**src/rtl/heap_node_ctrl_pkg.sv**
```systemverilog
// -----------------------------------------------------------------------------
// heap_node_ctrl_pkg
// Shared definitions for every level of the pipelined heap sorter:
//   - state_t     : node sequencer states (STATE_*)
//   - sel_t       : winner code returned by the 3-way key compare
//   - node_dbg_t  : debug view of a node (current state + level index)
//   - EMPTY_KEY   : key value marking an empty slot
//   - key_of()    : extracts the unsigned compare key from the top of a word
// No ports (package).
// -----------------------------------------------------------------------------
package heap_node_ctrl_pkg;

    typedef enum logic [2:0] {
        STATE_IDLE = 3'd0,
        STATE_RD   = 3'd1,
        STATE_CMP  = 3'd2,
        STATE_FWD  = 3'd3,
        STATE_WAIT = 3'd4
    } state_t;

    typedef enum logic [1:0] {
        SEL_V = 2'd0,
        SEL_L = 2'd1,
        SEL_R = 2'd2
    } sel_t;

    typedef struct packed {
        state_t     state;
        logic [7:0] level;
    } node_dbg_t;

    // key_of() works on words up to this width; callers zero-extend.
    localparam int DATA_MAX = 64;
    localparam int KEY_MAX  = 64;

    localparam logic [KEY_MAX-1:0] EMPTY_KEY = '0;

    // Key is data[data_width-1 -: key_width]; widths are elaboration
    // constants at every call site, so the shifts reduce to wiring.
    function automatic logic [KEY_MAX-1:0] key_of(
        input logic [DATA_MAX-1:0] data,
        input int unsigned         data_width,
        input int unsigned         key_width
    );
        logic [DATA_MAX-1:0] w_shifted;
        logic [KEY_MAX-1:0]  w_mask;
        w_shifted = data >> (data_width - key_width);
        w_mask    = {KEY_MAX{1'b1}} >> (KEY_MAX - key_width);
        return w_shifted[KEY_MAX-1:0] & w_mask;
    endfunction

endpackage

```
**src/rtl/heap_node_ctrl_if.sv**
```systemverilog
// -----------------------------------------------------------------------------
// heap_node_ctrl_if
// Sift-down command channel between two adjacent heap levels.
//   valid/ready : a command transfers on a rising clk edge where both are 1.
//                 Once valid is raised, the master holds valid, data, addr and
//                 branch stable until that edge; ready may be 1 or 0 at any
//                 time and never depends on valid.
//   data        : value being sifted
//   addr        : pair index in the receiving level
//   branch      : 0 = left store, 1 = right store
//   done        : one-cycle pulse from the receiver when its own write issues
// Modports: master (sender, upper level), slave (receiver, lower level).
// -----------------------------------------------------------------------------
interface heap_node_ctrl_if #(
    parameter int DATA_WIDTH = 32,
    parameter int ADDR_WIDTH = 4
);
    logic                  valid;
    logic                  ready;
    logic [DATA_WIDTH-1:0] data;
    logic [ADDR_WIDTH-1:0] addr;
    logic                  branch;
    logic                  done;

    modport master (output valid, data, addr, branch, input  ready, done);
    modport slave  (input  valid, data, addr, branch, output ready, done);
endinterface

```
**src/rtl/heap_node_ctrl_key_cmp.sv**
```systemverilog
// -----------------------------------------------------------------------------
// heap_key_cmp
// Combinational 3-way max used by each heap level.
//   i_v   : value being sifted
//   i_l   : left child
//   i_r   : right child
//   o_win : winning word
//   o_sel : SEL_V, SEL_L or SEL_R
// Ties: left beats right, and v beats the better child (v stays put when
// equal). An empty key (0) never beats anything.
// -----------------------------------------------------------------------------
module heap_key_cmp
    import heap_node_ctrl_pkg::*;
#(
    parameter int DATA_WIDTH = 32,
    parameter int KEY_WIDTH  = 16
) (
    input  logic [DATA_WIDTH-1:0] i_v,
    input  logic [DATA_WIDTH-1:0] i_l,
    input  logic [DATA_WIDTH-1:0] i_r,
    output logic [DATA_WIDTH-1:0] o_win,
    output sel_t                  o_sel
);
    logic [KEY_MAX-1:0] w_kv, w_kl, w_kr, w_kc;
    logic               w_c_is_r;

    assign w_kv = key_of(DATA_MAX'(i_v), DATA_WIDTH, KEY_WIDTH);
    assign w_kl = key_of(DATA_MAX'(i_l), DATA_WIDTH, KEY_WIDTH);
    assign w_kr = key_of(DATA_MAX'(i_r), DATA_WIDTH, KEY_WIDTH);

    always_comb begin
        o_win    = i_v;
        o_sel    = SEL_V;
        // Strictly greater: a tie between the children goes left.
        w_c_is_r = (w_kr > w_kl);
        w_kc     = w_c_is_r ? w_kr : w_kl;
        // Two empty children can never displace v, whatever v holds.
        if ((w_kc != EMPTY_KEY) && (w_kv < w_kc)) begin
            o_win = w_c_is_r ? i_r : i_l;
            o_sel = w_c_is_r ? SEL_R : SEL_L;
        end
    end
endmodule

```
**src/rtl/heap_node_ctrl.sv**
```systemverilog
// -----------------------------------------------------------------------------
// heap_node_ctrl
// Sequencer for one level of the pipelined heap sorter. Accepts a sift-down
// command, reads both children from the level below, writes the winner into
// its own level and forwards the displaced value downward.
// Ports:
//   clk, rst    : clock, asynchronous active-high reset
//   up          : command from the upper node (slave side); up.done pulses
//                 with the own-level write
//   dn          : command to the lower node (master side)
//   ch_addr     : read address to the child level's left/right store
//   ch_rdata_l/r: child data, one-cycle synchronous read
//   st_*        : own-level store write port
//   dbg         : current state and level index
// LAST=1 terminates the chain: children are treated as empty, so the node
// never reads and never forwards.
// -----------------------------------------------------------------------------
module heap_node_ctrl
    import heap_node_ctrl_pkg::*;
#(
    parameter int DATA_WIDTH = 32,
    parameter int KEY_WIDTH  = 16,
    parameter int ADDR_WIDTH = 5,
    parameter int LEVEL      = 1,
    parameter int LAST       = 0
) (
    input  logic                  clk,
    input  logic                  rst,
    heap_node_ctrl_if.slave       up,
    heap_node_ctrl_if.master      dn,
    output logic [ADDR_WIDTH-1:0] ch_addr,
    input  logic [DATA_WIDTH-1:0] ch_rdata_l,
    input  logic [DATA_WIDTH-1:0] ch_rdata_r,
    output logic [DATA_WIDTH-1:0] st_din,
    output logic [ADDR_WIDTH-2:0] st_addr,
    output logic                  st_we,
    output logic                  st_branch,
    output node_dbg_t             dbg
);
    state_t                r_state, w_next;
    logic [DATA_WIDTH-1:0] r_v;
    logic [ADDR_WIDTH-2:0] r_addr;
    logic                  r_branch;
    logic [ADDR_WIDTH-1:0] r_ch_addr;
    logic [DATA_WIDTH-1:0] r_st_din;
    logic [ADDR_WIDTH-2:0] r_st_addr;
    logic                  r_st_we;
    logic                  r_st_branch;
    logic                  r_dn_valid;
    logic [DATA_WIDTH-1:0] r_dn_data;
    logic [ADDR_WIDTH-1:0] r_dn_addr;
    logic                  r_dn_branch;
    logic                  w_accept;
    logic [DATA_WIDTH-1:0] w_l, w_r, w_win;
    sel_t                  w_sel;

    // The last level has no children: feed empty words to the compare.
    assign w_l = (LAST != 0) ? '0 : ch_rdata_l;
    assign w_r = (LAST != 0) ? '0 : ch_rdata_r;

    heap_key_cmp #(
        .DATA_WIDTH (DATA_WIDTH),
        .KEY_WIDTH  (KEY_WIDTH)
    ) u_cmp (
        .i_v   (r_v),
        .i_l   (w_l),
        .i_r   (w_r),
        .o_win (w_win),
        .o_sel (w_sel)
    );

    always_ff @(posedge clk or posedge rst) begin
        if (rst) r_state <= STATE_IDLE;
        else     r_state <= w_next;
    end

    always_comb begin
        w_next   = r_state;
        w_accept = 1'b0;
        case (r_state)
            STATE_IDLE: if (up.valid) begin
                w_accept = 1'b1;
                w_next   = (LAST != 0) ? STATE_CMP : STATE_RD;
            end
            STATE_RD:   w_next = STATE_CMP;
            STATE_CMP:  w_next = (w_sel == SEL_V) ? STATE_IDLE : STATE_FWD;
            STATE_FWD:  if (dn.ready) w_next = STATE_WAIT;
            // Wait for the child's own write so its next read sees new data.
            STATE_WAIT: if (dn.done) w_next = STATE_IDLE;
            default:    w_next = STATE_IDLE;
        endcase
    end

    always_ff @(posedge clk or posedge rst) begin
        if (rst) begin
            r_v         <= '0;
            r_addr      <= '0;
            r_branch    <= 1'b0;
            r_ch_addr   <= '0;
            r_st_din    <= '0;
            r_st_addr   <= '0;
            r_st_we     <= 1'b0;
            r_st_branch <= 1'b0;
            r_dn_valid  <= 1'b0;
            r_dn_data   <= '0;
            r_dn_addr   <= '0;
            r_dn_branch <= 1'b0;
        end else begin
            r_st_we <= 1'b0;
            if (w_accept) begin
                r_v      <= up.data;
                r_addr   <= up.addr;
                r_branch <= up.branch;
                // Leave the child address quiet on the last level.
                if (LAST == 0) r_ch_addr <= {up.addr, up.branch};
            end
            if (r_state == STATE_CMP) begin
                r_st_we     <= 1'b1;
                r_st_din    <= w_win;
                r_st_addr   <= r_addr;
                r_st_branch <= r_branch;
                if (w_sel != SEL_V) begin
                    r_dn_valid  <= 1'b1;
                    r_dn_data   <= r_v;
                    r_dn_addr   <= r_ch_addr;
                    r_dn_branch <= (w_sel == SEL_R);
                end
            end
            if ((r_state == STATE_FWD) && dn.ready) r_dn_valid <= 1'b0;
        end
    end

    assign up.ready  = (r_state == STATE_IDLE);
    assign up.done   = r_st_we;
    assign ch_addr   = r_ch_addr;
    assign st_din    = r_st_din;
    assign st_addr   = r_st_addr;
    assign st_we     = r_st_we;
    assign st_branch = r_st_branch;
    assign dn.valid  = r_dn_valid;
    assign dn.data   = r_dn_data;
    assign dn.addr   = r_dn_addr;
    assign dn.branch = r_dn_branch;
    assign dbg       = '{state: r_state, level: 8'(LEVEL)};
endmodule

```
**src/flat_wrapper.sv**
```systemverilog
// flat-port wrapper written by rule: the top's interface ports become plain ports
module heap_node_ctrl_flat import heap_node_ctrl_pkg::*;
#(
    parameter int DATA_WIDTH = 32,
    parameter int KEY_WIDTH  = 16,
    parameter int ADDR_WIDTH = 5,
    parameter int LEVEL      = 1,
    parameter int LAST       = 0
)
  (clk, rst, ch_addr, ch_rdata_l, ch_rdata_r, st_din, st_addr, st_we, st_branch, dbg, up_valid, up_data, up_addr, up_branch, up_ready, up_done, dn_valid, dn_data, dn_addr, dn_branch, dn_ready, dn_done);
  heap_node_ctrl_if #(.DATA_WIDTH(DATA_WIDTH), .ADDR_WIDTH(ADDR_WIDTH)) up_i ();
  heap_node_ctrl_if #(.DATA_WIDTH(DATA_WIDTH), .ADDR_WIDTH(ADDR_WIDTH)) dn_i ();
  input  logic clk;
  input  logic rst;
  output logic [ADDR_WIDTH-1:0] ch_addr;
  input  logic [DATA_WIDTH-1:0] ch_rdata_l;
  input  logic [DATA_WIDTH-1:0] ch_rdata_r;
  output logic [DATA_WIDTH-1:0] st_din;
  output logic [ADDR_WIDTH-2:0] st_addr;
  output logic st_we;
  output logic st_branch;
  output node_dbg_t dbg;
  input wire logic [$bits(up_i.valid)-1:0] up_valid;
  input wire logic [$bits(up_i.data)-1:0] up_data;
  input wire logic [$bits(up_i.addr)-1:0] up_addr;
  input wire logic [$bits(up_i.branch)-1:0] up_branch;
  output wire logic [$bits(up_i.ready)-1:0] up_ready;
  output wire logic [$bits(up_i.done)-1:0] up_done;
  output wire logic [$bits(dn_i.valid)-1:0] dn_valid;
  output wire logic [$bits(dn_i.data)-1:0] dn_data;
  output wire logic [$bits(dn_i.addr)-1:0] dn_addr;
  output wire logic [$bits(dn_i.branch)-1:0] dn_branch;
  input wire logic [$bits(dn_i.ready)-1:0] dn_ready;
  input wire logic [$bits(dn_i.done)-1:0] dn_done;
  assign up_i.valid = up_valid;
  assign up_i.data = up_data;
  assign up_i.addr = up_addr;
  assign up_i.branch = up_branch;
  assign up_ready = up_i.ready;
  assign up_done = up_i.done;
  assign dn_valid = dn_i.valid;
  assign dn_data = dn_i.data;
  assign dn_addr = dn_i.addr;
  assign dn_branch = dn_i.branch;
  assign dn_i.ready = dn_ready;
  assign dn_i.done = dn_done;
  heap_node_ctrl #(.DATA_WIDTH(DATA_WIDTH), .KEY_WIDTH(KEY_WIDTH), .ADDR_WIDTH(ADDR_WIDTH), .LEVEL(LEVEL), .LAST(LAST)) u_core (.clk(clk), .rst(rst), .up(up_i), .dn(dn_i), .ch_addr(ch_addr), .ch_rdata_l(ch_rdata_l), .ch_rdata_r(ch_rdata_r), .st_din(st_din), .st_addr(st_addr), .st_we(st_we), .st_branch(st_branch), .dbg(dbg));
endmodule
```
**config.mk**
```make
export PLATFORM = sky130hd
export DESIGN_NAME = heap_node_ctrl_flat
export DESIGN_NICKNAME = d
export VERILOG_FILES = /design/src/rtl/heap_node_ctrl_pkg.sv /design/src/rtl/heap_node_ctrl_if.sv /design/src/rtl/heap_node_ctrl_key_cmp.sv /design/src/rtl/heap_node_ctrl.sv /design/src/flat_wrapper.sv
export SDC_FILE = /design/constraint.sdc
export NUM_CORES = 1
export LEC_CHECK = 0
export CAP_MARGIN = 20
export CORE_UTILIZATION = 35
export CTS_BUF_LIST = sky130_fd_sc_hd__clkbuf_8
export CTS_CLUSTER_DIAMETER = 30
export DETAILED_ROUTE_END_ITERATION = 8
export GPL_ROUTABILITY_DRIVEN = 0
export HOLD_SLACK_MARGIN = 0.1
export PLACE_DENSITY = 0.73
export SETUP_SLACK_MARGIN = 0.4
export SLEW_MARGIN = 20
export SYNTH_ARGS = -nofsm -noshare
export SYNTH_HDL_FRONTEND = slang
export SYNTH_SLANG_ARGS = --single-unit
```
**constraint.sdc**
```tcl
create_clock -name clk -period 3.86 [get_ports clk]
set_clock_uncertainty 0.2 [all_clocks]
set_input_delay 0.772 -clock clk [delete_from_list [all_inputs] [get_ports clk]]
set_output_delay 0.772 -clock clk [all_outputs]
set_load 0.005 [all_outputs]
```
After elaboration in Yosys (flattened, before gate mapping)
Index checks and enable logic that the tools add are counted.
{ "word_totals": {"regBits": 122, "latchBits": 0, "ramBits": 0, "mem_bits_ro": 0, "inputBits": 107, "output_inout_bits": 95, "wordCells": 50, "mem_count": 0} }
{ "classes": {"n_addsub": 0, "mul": 0, "div": 0, "magnitude_cmp": 2, "eq_ne": 8, "shift": 0, "mux": 16, "n_bitwise": 0, "reduce_logical": 11} }
{ "ops": {"columns": ["op", "n"], "rows": [
  ["less-than comparator 16 x 64 -> 1 bit", 1],
  ["2-to-1 mux 32 bit", 2],
  ["nonzero test 64 bit", 1],
  ["greater-than comparator 16 bit", 1],
  ["2-to-1 mux 16 bit", 1],
  ["one-hot mux 3 bit (5 select lines)", 1],
  ["2-to-1 mux 3 bit", 3],
  ["== test 3 x 2 -> 1 bit, second input constant", 2],
  ["2-to-1 mux 1 bit", 6],
  ["2-to-1 mux 2 bit", 3],
  ["inequality test 2 bit, second input constant", 3],
  ["nonzero test 2 bit", 3],
  ["AND reduction 2 bit", 2],
  ["== test 3 x 1 -> 1 bit, second input constant", 1],
  ["== test 3 bit, second input constant", 1],
  ["logical NOT 3 bit", 1],
  ["AND reduction 3 bit", 1],
  ["== test 2 bit, second input constant", 1],
  ["logical AND 1 bit", 2],
  ["logical NOT 2 bit", 1]
]} }

Logic depth before layout (Yosys ltp)
Gate-level depths: netlist of run 1.
{ "depth": {"ltp_word": 9, "ltp_mapped": 19, "mapped_depth_nobuf": 16} }

By module
A second synthesis of run 1 with hierarchy kept.
{ "hier_totals": {"cells_unflattened": 490, "area_unflattened_um2": 6183.4} }
{ "modules_own_cells": {"columns": ["mod", "instances", "cells_per_inst", "area_per_inst_um2", "seq_area_each_um2"], "rows": [
  ["heap_node_ctrl", 1, 273, 4479.3, 2927.8],
  ["heap_key_cmp", 1, 217, 1704.1, 0.0]
]} }

Worst setup path after synthesis of run 1
Ideal clock, no wire load.
{ "synth_timing": {"path_kind": "input port to flip-flop", "startpoint": "in ch_rdata_l[31]", "endpoint": "reg u_core.r_dn_data[0] (netlist: u_core.dn.data[0])", "setup_time_ns": 0.127, "arrival_time_ns": 4.683, "required_time_ns": 3.533, "path_slack_ns": -1.150, "cell_stages": 19, "path_buffers": 3, "cell_sequence": "inv_1 > ha_1 > nand4_1 > nor3_1 > nand3_1 > or2_2 > nand2_1 > buf_2 > mux2i_1 > ha_1 > and4_4 > a21oi_2 > a311oi_2 > a2111oi_4 > nand3_2 > a21oi_2 > buf_4 > buf_6 > mux2_1"} }
{ "synth_between": {"elab_chain_len": 7, "elab_cells_between_ends": 9, "classes_between": "2 x order compare; 3 x mux; 4 x reduce/logical"} }
{ "synth_lines": {"columns": ["element", "line", "source"], "rows": [
  ["from (decl)", "flat_wrapper.sv:16", "input logic [DATA_WIDTH-1:0] ch_rdata_l;"],
  ["greater-than comparator 16 bit", "heap_node_ctrl_key_cmp.sv:35", "w_c_is_r = (w_kr > w_kl);"],
  ["2-to-1 mux 16 bit", "heap_node_ctrl_key_cmp.sv:36", "w_kc = w_c_is_r ? w_kr : w_kl;"],
  ["less-than comparator 16 x 64 -> 1 bit or nonzero test 64 bit (tied branches)", "heap_node_ctrl_key_cmp.sv:38", "if ((w_kc != EMPTY_KEY) && (w_kv < w_kc)) begin"],
  ["logical AND 1 bit", "heap_node_ctrl_key_cmp.sv:38", null],
  ["2-to-1 mux 2 bit *", "heap_node_ctrl_key_cmp.sv:38", null],
  ["nonzero test 2 bit *", "heap_node_ctrl.sv:122", "if (w_sel != SEL_V) begin"],
  ["AND reduction 2 bit (no line) *", null, null],
  ["to (signal assigned)", "heap_node_ctrl.sv:124", "r_dn_data <= r_v;"],
  ["to (decl)", "heap_node_ctrl.sv:50", "logic [DATA_WIDTH-1:0] r_dn_data;"]
]} }
Mark *: on every way between the ends. The rest lies on a longest branch, timed or not.
A chain may end at the register's enable or synchronous reset.

Worst setup path after layout of run 1
{ "layout_timing": {"startpoint": "in ch_rdata_r[17]", "endpoint": "reg u_core.r_dn_data[10] (netlist: u_core.dn.data[10])"} }
{ "layout_between": {"elab_chain_len": 7, "elab_cells_between_ends": 9, "classes_between": "2 x order compare; 3 x mux; 4 x reduce/logical"} }
{ "layout_lines": {"columns": ["element", "line", "source"], "rows": [
  ["from (decl)", "flat_wrapper.sv:17", "input logic [DATA_WIDTH-1:0] ch_rdata_r;"],
  ["greater-than comparator 16 bit", "heap_node_ctrl_key_cmp.sv:35", null],
  ["2-to-1 mux 16 bit", "heap_node_ctrl_key_cmp.sv:36", null],
  ["less-than comparator 16 x 64 -> 1 bit or nonzero test 64 bit (tied branches)", "heap_node_ctrl_key_cmp.sv:38", null],
  ["logical AND 1 bit", "heap_node_ctrl_key_cmp.sv:38", null],
  ["2-to-1 mux 2 bit *", "heap_node_ctrl_key_cmp.sv:38", null],
  ["nonzero test 2 bit *", "heap_node_ctrl.sv:122", null],
  ["AND reduction 2 bit (no line) *", null, null]
]} }
Marked as above.

==> key figures, run 1 <==
Outcome
  • Status: complete, but fails checks
  • Violated checks: setup timing

Die
  • Die height: 134 µm
  • I/O pin cnt: 202
  • Die outline width: 134 µm
  • Overall die area: 18,100 µm²
  • Initial core utilization: 35.6%
  • Row count: 48
  • Core area: 17,200 µm²

Synthesis
  • EDFF count, synth: 0
  • Async set or reset register ratio after synthesis: 100%
  • Primary flip-flop cell chosen by synthesis mapping: dfrtp_1
  • Post-synth design cell area: 6140 µm²
  • Mean Syn Cell Area: 11.6 µm²
  • Unique masters post-synth: 49
  • Total of warnings raised by yosys: 0
  • Sequential-to-total area share from yosys stat: 47.7%
  • Cells after Synth: 530
  • Post-synthesis sequential element count: 117

Global route
  • Maximum number of pins on one net before global-route repair: 50
  • Number of global-route vias before repair: 5,736
  • Leftover overflow at the end of global routing: 0
  • Initial antenna violation count: 1
  • First-pass GRT wire length: 31.1 mm
  • GRT Overall Usage: 22.7%

Detailed routing
  • Number of DRC violations after detailed-routing iteration 0: 321
  • Number of detailed-routing iterations run before antenna repair: 4
  • ANT nets after route: 0
  • Average wire per standard cell: 20.4 µm
  • Vias per Instance: 5.30
  • DR DRC count: 0
  • Post-Route WL: 21.2 mm
  • Total vias in the final route: 5,521

Finish
  • Layout fillers: 1,298
  • Share of final-layout standard cells stronger than drive strength 1: 40.7%
  • Number of nets in the finished design: 942
  • Multi-input gate area in the final layout: 3730 µm²
  • Sequential cell area: 2930 µm²
  • Signed area change from the synthesized netlist to the final layout: 69.2%

Job
  • MaxCap Viol Count: 0

STA
  • RSZ-0062 raised after global routing: true
  • Number of slew-limit violations in the final report: 0
  • Hold violation total from the final report: 0
  • Highest achievable clock rate: 213 MHz
  • Final count of negative-setup-slack endpoints: 73
  • Relative slew margins: 38.7%
  • Shortest period the worst path allows: 4.70 ns
  • Final critical-path share of the clock period: 122%
  • Final WS setup: -0.839 ns
  • Slew at the pin closest to its max-slew limit: 0.918 ns

Placed design
  • Buffers added on ports: 192
  • Estimated wirelength of the detail-placed design: 13.9 mm
  • Pre-CTS WS: -1.69 ns

Clocking
  • Number of buffers on the longest clock path: 2
  • CTS buffer count: 17
  • CTS tree: yes
  • Clock-pin transition on the worst setup and hold timing paths: 0.06 ns
  • H-tree levels: 4
  • Source-to-sink clock delay at the later pin of the worst-skew pair: 0.44 ns
  • Number of sinks on the clock net: 117
  • Cell at the root of the clock tree: clkbuf_8
  • Quantity of hold-fixing buffers added after cts: 0

Hold path
  • Tightest Hold Check Type: flop to flop
  • Hold Path Depth: 2

Power
  • Standby leakage power: 4.38 nW
  • Power density normalized to cell area: 778 nW/µm²
  • Peak VDD IR: 0.000397 V
  • Overall power consumption: 8.08 mW

Setup path
  • Crit Path Category: input port to flop
  • Sort of element at the start of the critical path: input port
  • Crit path max fanout: 6
  • R2R cell count: 10
  • Endpoint class of the critical path: flop
  • CP Data Arrival Time: 4.82 ns
  • Required time at the worst-slack endpoint: 3.98 ns
-- cell families after synthesis --
group,synth area share [%]
fa+ha+maj,6.32
other cells,0.122
simple gates,8.71
buf+inv,5.06
flops,47.7
compound gates,12.9
mux,19.1
-- cell usage in the layout, fill, tap and decap left out, types with 15 or more instances in the layout --
cell             synthesis  final
nor2_1                  38     37
mux2_2                  82     53
dfrtp_1                117    117
clkbuf_8                 0     19
o31a_1                  16     16
buf_4                   11     77
clkdlybuf4s50_1          0    160
mux2_4                   0     37
and2_1                  17     15
a31oi_1                 18     17
nand2_1                 19     16
ha_4                     0     16
-- power breakdown --
group | total [mW] | switching (mW) | internal [mW]
clock network | 1.22 | 0.493 | 0.724
registers | 2.38 | 0.517 | 1.86
logic | 4.48 | 1.83 | 2.65
-- cells in the mapped netlist (2+ instances only) --
cell	number	area (µm²)
o2111ai_1	2	17.5
clkbuf_1	24	90.1
inv_1	23	86.3
a21oi_2	2	17.5
a21oi_1	8	40.0
a31oi_1	18	113
conb_1	2	7.51
a41oi_1	15	131
a211o_1	2	17.5
buf_2	8	40.0
nand3_1	2	10.0
nor2_1	38	143
o31a_1	16	140
ha_1	31	388
o21a_1	4	30.0
or4_1	2	15.0
and4_1	2	17.5
o21ai_0	5	25.0
mux2_1	8	90.1
and2_1	17	106
mux2i_1	16	160
or2_2	2	12.5
nor2b_1	2	12.5
nor4_1	8	50.1
buf_4	11	82.6
dfrtp_1	117	2930
mux2_2	82	923
nor3_1	5	25.0
o31ai_1	15	113
nand2_1	19	71.3
nand4_1	6	37.5
-- sequential cells by signal, indices dropped and copies added (netlist names) --
register,flops
u_core.dn.addr,5
u_core.st_we,1
u_core.st_din,32
u_core.dn.branch,1
u_core.ch_addr,5
u_core.st_branch,1
u_core.dn.data,32
u_core.r_v,32
u_core.r_state,3
u_core.dn.valid,1
u_core.st_addr,4
-- per-stage QoR --
stage / hold WS [ns] / TNS [ns] / std cells / utilization [%] / cell area, µm²
CTS: 0.285 / -50.09 / 1032 / 57.9 / 9980
global placement: 0.262 / -104.06 / 985 / 52.3 / 9010
detailed placement: 0.266 / -115.66 / 985 / 52.3 / 9010
finish: 0.284 / -56.15 / 1042 / 60.2 / 10400
floorplan: 0.270 / -51.87 / 536 / - / 6410
global route: 0.311 / -69.43 / 1042 / 60.2 / 10400
-- metal layers --
metal / global-route usage [%] / vias to the layer above / share of wire [%]
li1: - / 2491 / -
met1: 28.8 / 2799 / 43
met2: 37.6 / 192 / 50
met3: 4.61 / 39 / 4.4
met4: 9.49 / 0 / 2.3
met5: 0 / - / 0
-- final cells by class --
class / instances / area share, %
Antenna cell: 1 / 0.0241
Clock buffer: 19 / 2.52
Clock inverter: 12 / 1.55
Inverter: 23 / 1.04
Multi-Input combinational cell: 353 / 35.9
Sequential cell: 117 / 28.2
Tap cell: 225 / 2.71
Timing Repair Buffer: 292 / 28.0
-- critical path, stage by stage --
cell and delay (ns):
dlygate4sd2_1 0.31, ha_1 0.33, a21oi_1 0.08, o21a_2 0.23, o2111ai_4 0.34, nand2_8 0.14, buf_6 0.15, mux2i_2 0.18
ha_1 0.26, o21a_1 0.11, o211ai_1 0.33, a311oi_4 0.19, a2111oi_4 0.34, nand3_2 0.18, a21oi_4 0.26, buf_12 0.18
buf_12 0.14, mux2_4 0.30
-- path summary, 6_finish.rpt --
| path | startpoint | end | slack [ns] |
|---|---|---|---|
| worst max-delay path | ch_rdata_r[17] | u_core.dn.data[10] | -0.84 |
| worst min-delay path | u_core.st_branch | u_core.st_branch | 0.28 |
| worst max register to register | u_core.r_v[17] | u_core.dn.data[10] | 0.70 |
| worst min register to register | u_core.st_branch | u_core.st_branch | 0.28 |
| max in group asynchronous | rst | u_core.r_v[10] | 2.03 |
| min in group asynchronous | rst | u_core.dn.addr[4] | 0.68 |
-- what timing repair did --
item                                    in CTS  in global routing
resized for setup                          149                 83
gates cloned                                 5                  3
pin swaps                                   21                 26
setup buffers                               11                  6
endpoints found under the setup margin      73                 73
No activity file was read; power rests on OpenSTA's default activity.
==> run 2, diff against run 1 <==
--- a/config.mk
+++ b/config.mk
@@ -12,7 +12,7 @@
 export DETAILED_ROUTE_END_ITERATION = 8
 export GPL_ROUTABILITY_DRIVEN = 0
 export HOLD_SLACK_MARGIN = 0.1
-export PLACE_DENSITY = 0.73
+export PLACE_DENSITY = 0.71
 export SETUP_SLACK_MARGIN = 0.4
 export SLEW_MARGIN = 20
 export SYNTH_ARGS = -nofsm -noshare
==> constraint.sdc (replaced) <==
create_clock -name clk -period 5.8 [get_ports clk]
set_clock_uncertainty 0.2 [all_clocks]
set_input_delay 1.16 -clock clk [delete_from_list [all_inputs] [get_ports clk]]
set_output_delay 1.16 -clock clk [all_outputs]
set_load 0.005 [all_outputs]
==> run 2 against run 1 <==
  * Non-clock buffer count fell by 4
  * Global-route usage down 1.2 points
  * Clock-buffer cell count is 1 higher
  * Largest power group unchanged
  * Sequential cell count unchanged
  * Highest routed layer unchanged
  * The run now ends clean
==> key figures, run 2 (synthesized netlist as in run 1, its figures left out) <==
Outcome
  • Status: finished, final reports clean

Placed design
  • Estimated wirelength of the detail-placed design: 13.0 mm (-6.3%)
  • Buffers added on ports: 192 (unchanged)

Die
  • Initial core utilization: 35.6% (unchanged)
  • Die outline width: 134 µm (unchanged)
  • I/O pin cnt: 202 (unchanged)
  • Core area: 17,200 µm² (unchanged)
  • Die height: 134 µm (unchanged)
  • Row count: 48 (unchanged)
  • Overall die area: 18,100 µm² (unchanged)

Hold path
  • Critical hold path startpoint: u_core.st_addr[2]
  • End point of the most critical hold path: u_core.st_addr[2]
  • Tightest Hold Check Type: flop to flop
  • Hold Path Depth: 2 (unchanged)

Detailed routing
  • Average wire per standard cell: 18.9 µm (-7.4%)
  • Vias per Instance: 5.30 (about the same)
  • ANT nets after route: 0 (unchanged)
  • Number of detailed-routing iterations run before antenna repair: 4 (unchanged)
  • Total vias in the final route: 5,498 (-0.42%)
  • Number of DRC violations after detailed-routing iteration 0: 229 (-29%)
  • Post-Route WL: 19.6 mm (-7.9%)
  • DR DRC count: 0 (unchanged)

Power
  • Power density normalized to cell area: 506 nW/µm² (-35%)
  • Overall power consumption: 5.01 mW (-38%)
  • Peak VDD IR: 0.000271 V (-32%)
  • Standby leakage power: 4.37 nW (-0.35%)

Finish
  • Share of final-layout standard cells stronger than drive strength 1: 32.5% (-8.2 points)
  • Most frequent cells in the layout: 164 x clkdlybuf4s50_1, 117 x dfrtp_1, 84 x buf_4
  • Signed area change from the synthesized netlist to the final layout: 61.1%
  • Commonest non-fill, non-tap cell in the layout: clkdlybuf4s50_1
  • Number of nets in the finished design: 937 (-0.53%)
  • Post-layout utilization of the core: 57.4% (-2.9 points)
  • Diode count: 0 (-1)

STA
  • Final critical-path share of the clock period: 95.0%
  • Relative slew margins: 30.3% (-8.4 points)
  • Hold violation total from the final report: 0 (unchanged)
  • Setup tns final: 0 ns (+56.15 ns)
  • Shortest period the worst path allows: 5.51 ns
  • Number of slew-limit violations in the final report: 0 (unchanged)
  • Slew at the pin closest to its max-slew limit: 1.05 ns (+0.128 ns)
  • RSZ-0062 raised after global routing: false
  • Highest achievable clock rate: 182 MHz
  • Final count of negative-setup-slack endpoints: 0 (-100%)

Global route
  • Maximum number of pins on one net before global-route repair: 82 (+64%)
  • GRT Overall Usage: 21.5% (-1.2 points)
  • Leftover overflow at the end of global routing: 0 (unchanged)
  • Number of global-route vias before repair: 5,740 (+0.070%)
  • Initial antenna violation count: 0 (-1)
  • First-pass GRT wire length: 29.8 mm (-4.2%)

Clocking
  • Quantity of hold-fixing buffers added after cts: 0 (unchanged)
  • Number of buffers on the longest clock path: 2 (unchanged)
  • CTS buffer count: 17 (unchanged)
  • H-tree levels: 4 (unchanged)
  • Source-to-sink clock delay at the later pin of the worst-skew pair: 0.44 ns (about the same)
  • CTS tree: yes
  • Number of sinks on the clock net: 117 (unchanged)
  • Cell at the root of the clock tree: clkbuf_8
  • Clock-pin transition on the worst setup and hold timing paths: 0.07 ns (about the same)

Setup path
  • R2R cell count: 11 (+1)
  • Cells along the critical path: clkdlybuf4s50_1 -> ha_4 -> a21oi_2 -> o21a_1 -> o2111ai_4 -> nand2_4 -> buf_12 -> mux2i_4 -> buf_6 -> ha_4 -> a211o_1 -> o211ai_4 -> nand4_1 -> a2111oi_4 -> nand3_2 -> a21oi_4 -> buf_12 -> buf_12 -> buf_12 -> mux2_2
  • Family with the most delay on the worst path: compound AO/OA/AOI/OAI gates
  • Worst stage delay on the critical path: 0.61 ns (+0.27 ns)
  • Sort of element at the start of the critical path: input port
  • Master of the slowest instance on the critical path: clkdlybuf4s50_1
  • R2r setup slk: 2.61 ns (+1.91 ns)
  • Endpoint class of the critical path: flop
  • Crit path max fanout: 8 (+2)
  • Required time at the worst-slack endpoint: 5.93 ns (+1.95 ns)
  • Terminus of the critical flop-to-flop path: u_core.dn.data[28]
  • Startpoint of the worst-slack reg-to-reg timing path: u_core.r_v[21]
  • CP Data Arrival Time: 5.64 ns (+0.82 ns)
  • Cell occurring most often along the worst timing path: buf_12
  • Crit Path Category: input port to flop
  • Bufs and invs on worst path: 6 (+2)

Job
  • MaxCap Viol Count: 0 (unchanged)
[run 2: changes by cell type in the layout (fill, tap and decap cells not counted), moves of 9 or more]
cell and change:
a41oi_2 -14, mux2_2 +29, dlymetal6s2s_1 +23, a41oi_1 +15
clkbuf_2 -9, mux2_4 -37
[run 2: timing repair]
item                                   CTS  global route
setup endpoints to repair               73            72
gates resized for setup                 41            55
cloned                                   2             0
endpoints found under the hold margin    0             0
pin swaps                               11            22
setup buffers                           13            13
[run 2: final cells by class]
type,count,area [µm²]
clock inverter,12,199
timing repair buffer,288,2830
multi-input combinational,352,3280
inverter,23,91.3
clock buffer,20,275
sequential,117,2930
fill,1373,7350
tap,225,282
[run 2: layer usage]
| layer | part of all wire (%) | routed length [µm] | track usage, % | up-vias |
|---|---|---|---|---|
| met4 | 3.2 | 633 | 8.05 | 0 |
| met1 | 38 | 7480 | 24.5 | 2737 |
| met3 | 7.8 | 1530 | 7.75 | 50 |
| met5 | 0 | 0 | 0 | - |
| li1 | - | - | - | 2483 |
| met2 | 51 | 9920 | 36.8 | 228 |
[run 2: how the worst max path moves through the flow]
stage | endpoint | slack, ns | startpoint | depth (start not counted)
after floorplan | u_core.dn.data[0] | 0.40 | ch_rdata_l[31] | 19
after global placement | u_core.dn.data[13] | -0.39 | ch_rdata_l[31] | 19
after detailed placement | u_core.dn.data[8] | -0.49 | ch_rdata_l[31] | 19
after CTS | u_core.dn.addr[1] | 0.37 | ch_rdata_l[22] | 21
after global routing | u_core.dn.data[21] | 0.25 | ch_rdata_r[19] | 20
final | u_core.dn.data[28] | 0.29 | ch_rdata_r[19] | 20
[run 2: where the power goes]
group	leakage (nW)	switching, mW	internal [mW]
clock network	0.239	0.341	0.546
registers	1.39	0.308	1.24
logic	2.74	1.08	1.50
total	4.37	1.73	3.28
[run 2: metrics by stage]
stage	cell area, µm²	std cells	hold WS, ns	setup slack, ns
global route	9890	1037	0.307	0.252
floorplan	6160	536	0.270	0.402
CTS	9550	1024	0.286	0.369
global placement	8710	977	0.263	-0.391
finish	9890	1037	0.280	0.290
detailed placement	8710	977	0.271	-0.491
[run 2: worst min-delay path, delay by kind of cell, from the launching register on]
kind             cells  cell delay [ns]
DFF                  1             0.34
and+or+nand+nor      2             0.11
==> run 3, diff against run 2 <==
--- a/config.mk
+++ b/config.mk
@@ -10,9 +10,10 @@
 export CTS_BUF_LIST = sky130_fd_sc_hd__clkbuf_8
 export CTS_CLUSTER_DIAMETER = 30
 export DETAILED_ROUTE_END_ITERATION = 8
+export DONT_BUFFER_PORTS = 1
 export GPL_ROUTABILITY_DRIVEN = 0
 export HOLD_SLACK_MARGIN = 0.1
-export PLACE_DENSITY = 0.71
+export PLACE_DENSITY = 0.56
 export SETUP_SLACK_MARGIN = 0.4
 export SLEW_MARGIN = 20
 export SYNTH_ARGS = -nofsm -noshare
==> run 3 against run 2 <==
  * Critical endpoint is now u_core.dn.data[30]
  * Sequential power rose by 6%
  * Clock power fell by 9.9%
  * Final area fell by 30%
  * Highest routed layer is now met5
==> key figures, run 3 (synthesized netlist as in run 1, its figures left out) <==
Detailed routing
  • Vias per Instance: 5.59 (+5.4%)
  • Total vias in the final route: 4,316 (-21%)
  • DR DRC count: 0 (unchanged)
  • Post-Route WL: 16.6 mm (-15%)
  • Number of DRC violations after detailed-routing iteration 0: 199 (-13%)
  • Number of detailed-routing iterations run before antenna repair: 4 (unchanged)
  • ANT nets after route: 0 (unchanged)
  • Average wire per standard cell: 21.5 µm (+14%)

Power
  • Peak VDD IR: 0.000227 V (-16%)
  • Power density normalized to cell area: 576 nW/µm² (+14%)
  • Standby leakage power: 2.98 nW (-32%)
  • Overall power consumption: 4.00 mW (-20%)

Die
  • Die outline width: 134 µm (unchanged)
  • Die height: 134 µm (unchanged)
  • Initial core utilization: 35.6% (unchanged)
  • Row count: 48 (unchanged)
  • Core area: 17,200 µm² (unchanged)
  • I/O pin cnt: 202 (unchanged)
  • Overall die area: 18,100 µm² (unchanged)

Hold path
  • Hold Path Depth: 2 (unchanged)
  • Critical hold path startpoint: u_core.st_branch
  • End point of the most critical hold path: u_core.st_branch
  • Tightest Hold Check Type: flop to flop

STA
  • Hold violation total from the final report: 0 (unchanged)
  • Final WS setup: 0.541 ns (+0.251 ns)
  • Slew at the pin closest to its max-slew limit: 1.03 ns (-0.0113 ns)
  • Number of slew-limit violations in the final report: 0 (unchanged)
  • Setup tns final: 0 ns (unchanged)
  • Highest achievable clock rate: 190 MHz (+4.8%)
  • Shortest period the worst path allows: 5.26 ns (-0.251 ns)
  • RSZ-0062 raised after global routing: false
  • Final critical-path share of the clock period: 90.7% (-4.3 points)
  • Relative slew margins: 31.0% (+0.75 points)
  • Final count of negative-setup-slack endpoints: 0 (unchanged)

Global route
  • Maximum number of pins on one net before global-route repair: 73 (-11%)
  • First-pass GRT wire length: 25.3 mm (-15%)
  • Leftover overflow at the end of global routing: 0 (unchanged)
  • Number of global-route vias before repair: 4,611 (-20%)
  • GRT Overall Usage: 18.7% (-2.8 points)
  • Initial antenna violation count: 1 (+1)

Setup path
  • R2R cell count: 10 (-1)
  • Required time at the worst-slack endpoint: 5.92 ns (about the same)
  • CP Data Arrival Time: 5.38 ns (-0.26 ns)
  • Startpoint of the worst-slack reg-to-reg timing path: u_core.r_v[23]
  • Crit Path Category: input port to flop
  • R2r setup slk: 2.62 ns (about the same)
  • Terminus of the critical flop-to-flop path: u_core.dn.data[30]
  • Crit path max fanout: 13 (+5)
  • Endpoint class of the critical path: flop
  • Crit path launch: ch_rdata_l[29]
  • Sort of element at the start of the critical path: input port

Clocking
  • Source-to-sink clock delay at the later pin of the worst-skew pair: 0.44 ns (about the same)
  • Number of buffers on the longest clock path: 2 (unchanged)
  • H-tree levels: 4 (unchanged)
  • Clock-pin transition on the worst setup and hold timing paths: 0.07 ns (about the same)
  • CTS buffer count: 17 (unchanged)
  • Cell at the root of the clock tree: clkbuf_8
  • Number of sinks on the clock net: 117 (unchanged)
  • CTS tree: yes

Finish
  • Most frequent cells in the layout: 117 x dfrtp_1, 82 x mux2_2, 38 x nor2_1
  • Non-filler cells in the finished layout: 772 (-26%)
  • Signed area change from the synthesized netlist to the final layout: 13.1%
  • Commonest non-fill, non-tap cell in the layout: dfrtp_1
  • Diode count: 0 (unchanged)
  • Share of final-layout standard cells stronger than drive strength 1: 28.9% (-3.6 points)
  • Number of nets in the finished design: 673 (-28%)

Placed design
  • Pre-CTS WS: -0.146 ns (+0.345 ns)
  • Buffers added on ports: 0 (-100%)
  • Placed cells: 738 (-24%)
  • Estimated wirelength of the detail-placed design: 11.7 mm (-10%)

Job
  • MaxCap Viol Count: 0 (unchanged)

Outcome
  • Status: finished, final reports clean
==> run 3: cell types whose count changed in the layout (fill, tap and decap cells not counted), moves of 3 or more <==
| cell | delta |
|---|---|
| clkdlybuf4s50_1 | -164 |
| buf_4 | -63 |
| dlymetal6s2s_1 | -24 |
| ha_1 | +10 |
| ha_4 | -10 |
| inv_1 | +8 |
| buf_12 | -5 |
| inv_2 | -5 |
| mux2i_4 | -5 |
| buf_6 | -3 |
| mux2i_1 | +3 |
| o21ai_0 | +3 |
==> run 3: metrics by stage <==
step / area [µm²] / hold WS, ns / utilization (%)
finish: 6940 / 0.309 / 40.3
global route: 6940 / 0.341 / 40.3
CTS: 6840 / 0.322 / 39.7
detailed placement: 6420 / 0.301 / 37.3
global placement: 6420 / 0.297 / 37.3
floorplan: 6160 / 0.270 / -
==> run 3: worst max-delay path by stage <==
stage	to	slack (ns)	cells after the start
floorplan	u_core.dn.data[0]	0.40	19
CTS	u_core.dn.data[30]	0.43	16
global placement	u_core.dn.data[25]	-0.03	18
finish	u_core.dn.data[30]	0.54	20
global route	u_core.dn.addr[1]	0.38	19
detailed placement	u_core.dn.data[30]	-0.15	18
==> run 3: worst max-delay path: stages <==
cell,delay [ns]
inv_1,0.02
ha_1,0.30
nand4_1,0.14
buf_4,0.14
nor2_1,0.04
nor3_1,0.31
o2111ai_2,0.28
nand2_8,0.20
mux2i_2,0.29
buf_4,0.16
ha_1,0.24
and4_4,0.20
a21oi_2,0.19
a311oi_2,0.21
a2111oi_4,0.41
nand3_2,0.21
a21oi_4,0.19
buf_4,0.16
buf_12,0.15
mux2_2,0.35
==> run 3: per-layer routing <==
| metal | wire (µm) | GRT usage, % | part of all wire (%) |
|---|---|---|---|
| met1 | 6480 | 20.3 | 39 |
| met2 | 8240 | 31.6 | 50 |
| met3 | 1500 | 8.47 | 9.0 |
| met4 | 365 | 7.55 | 2.2 |
| met5 | 8 | 0 | 0.048 |
==> run 3: report_power, final <==
part	internal (mW)	switching, mW	total [mW]
clock network	0.469	0.331	0.799
registers	1.24	0.400	1.64
logic	0.775	0.785	1.56
total	2.48	1.52	4.00
==> run 3: final cells by class <==
| class | count | area (µm²) |
|---|---|---|
| clock buffers | 18 | 248 |
| clock inverters | 13 | 166 |
| repair buffers | 24 | 223 |
| flip-flops and latches | 117 | 2930 |
| multi-input cells | 352 | 3010 |
| fillers | 1661 | 10300 |
| well taps | 225 | 282 |
| inverters | 23 | 88.8 |
==> run 3: repair_timing <==
action | 4_1_cts | 5_1_grt
resized for setup | 1 | 11
hold buffers | 0 | 0
pin swaps | 0 | 1
setup buffers | 0 | 2
setup endpoints to repair | 23 | 67
cloned | 0 | 1
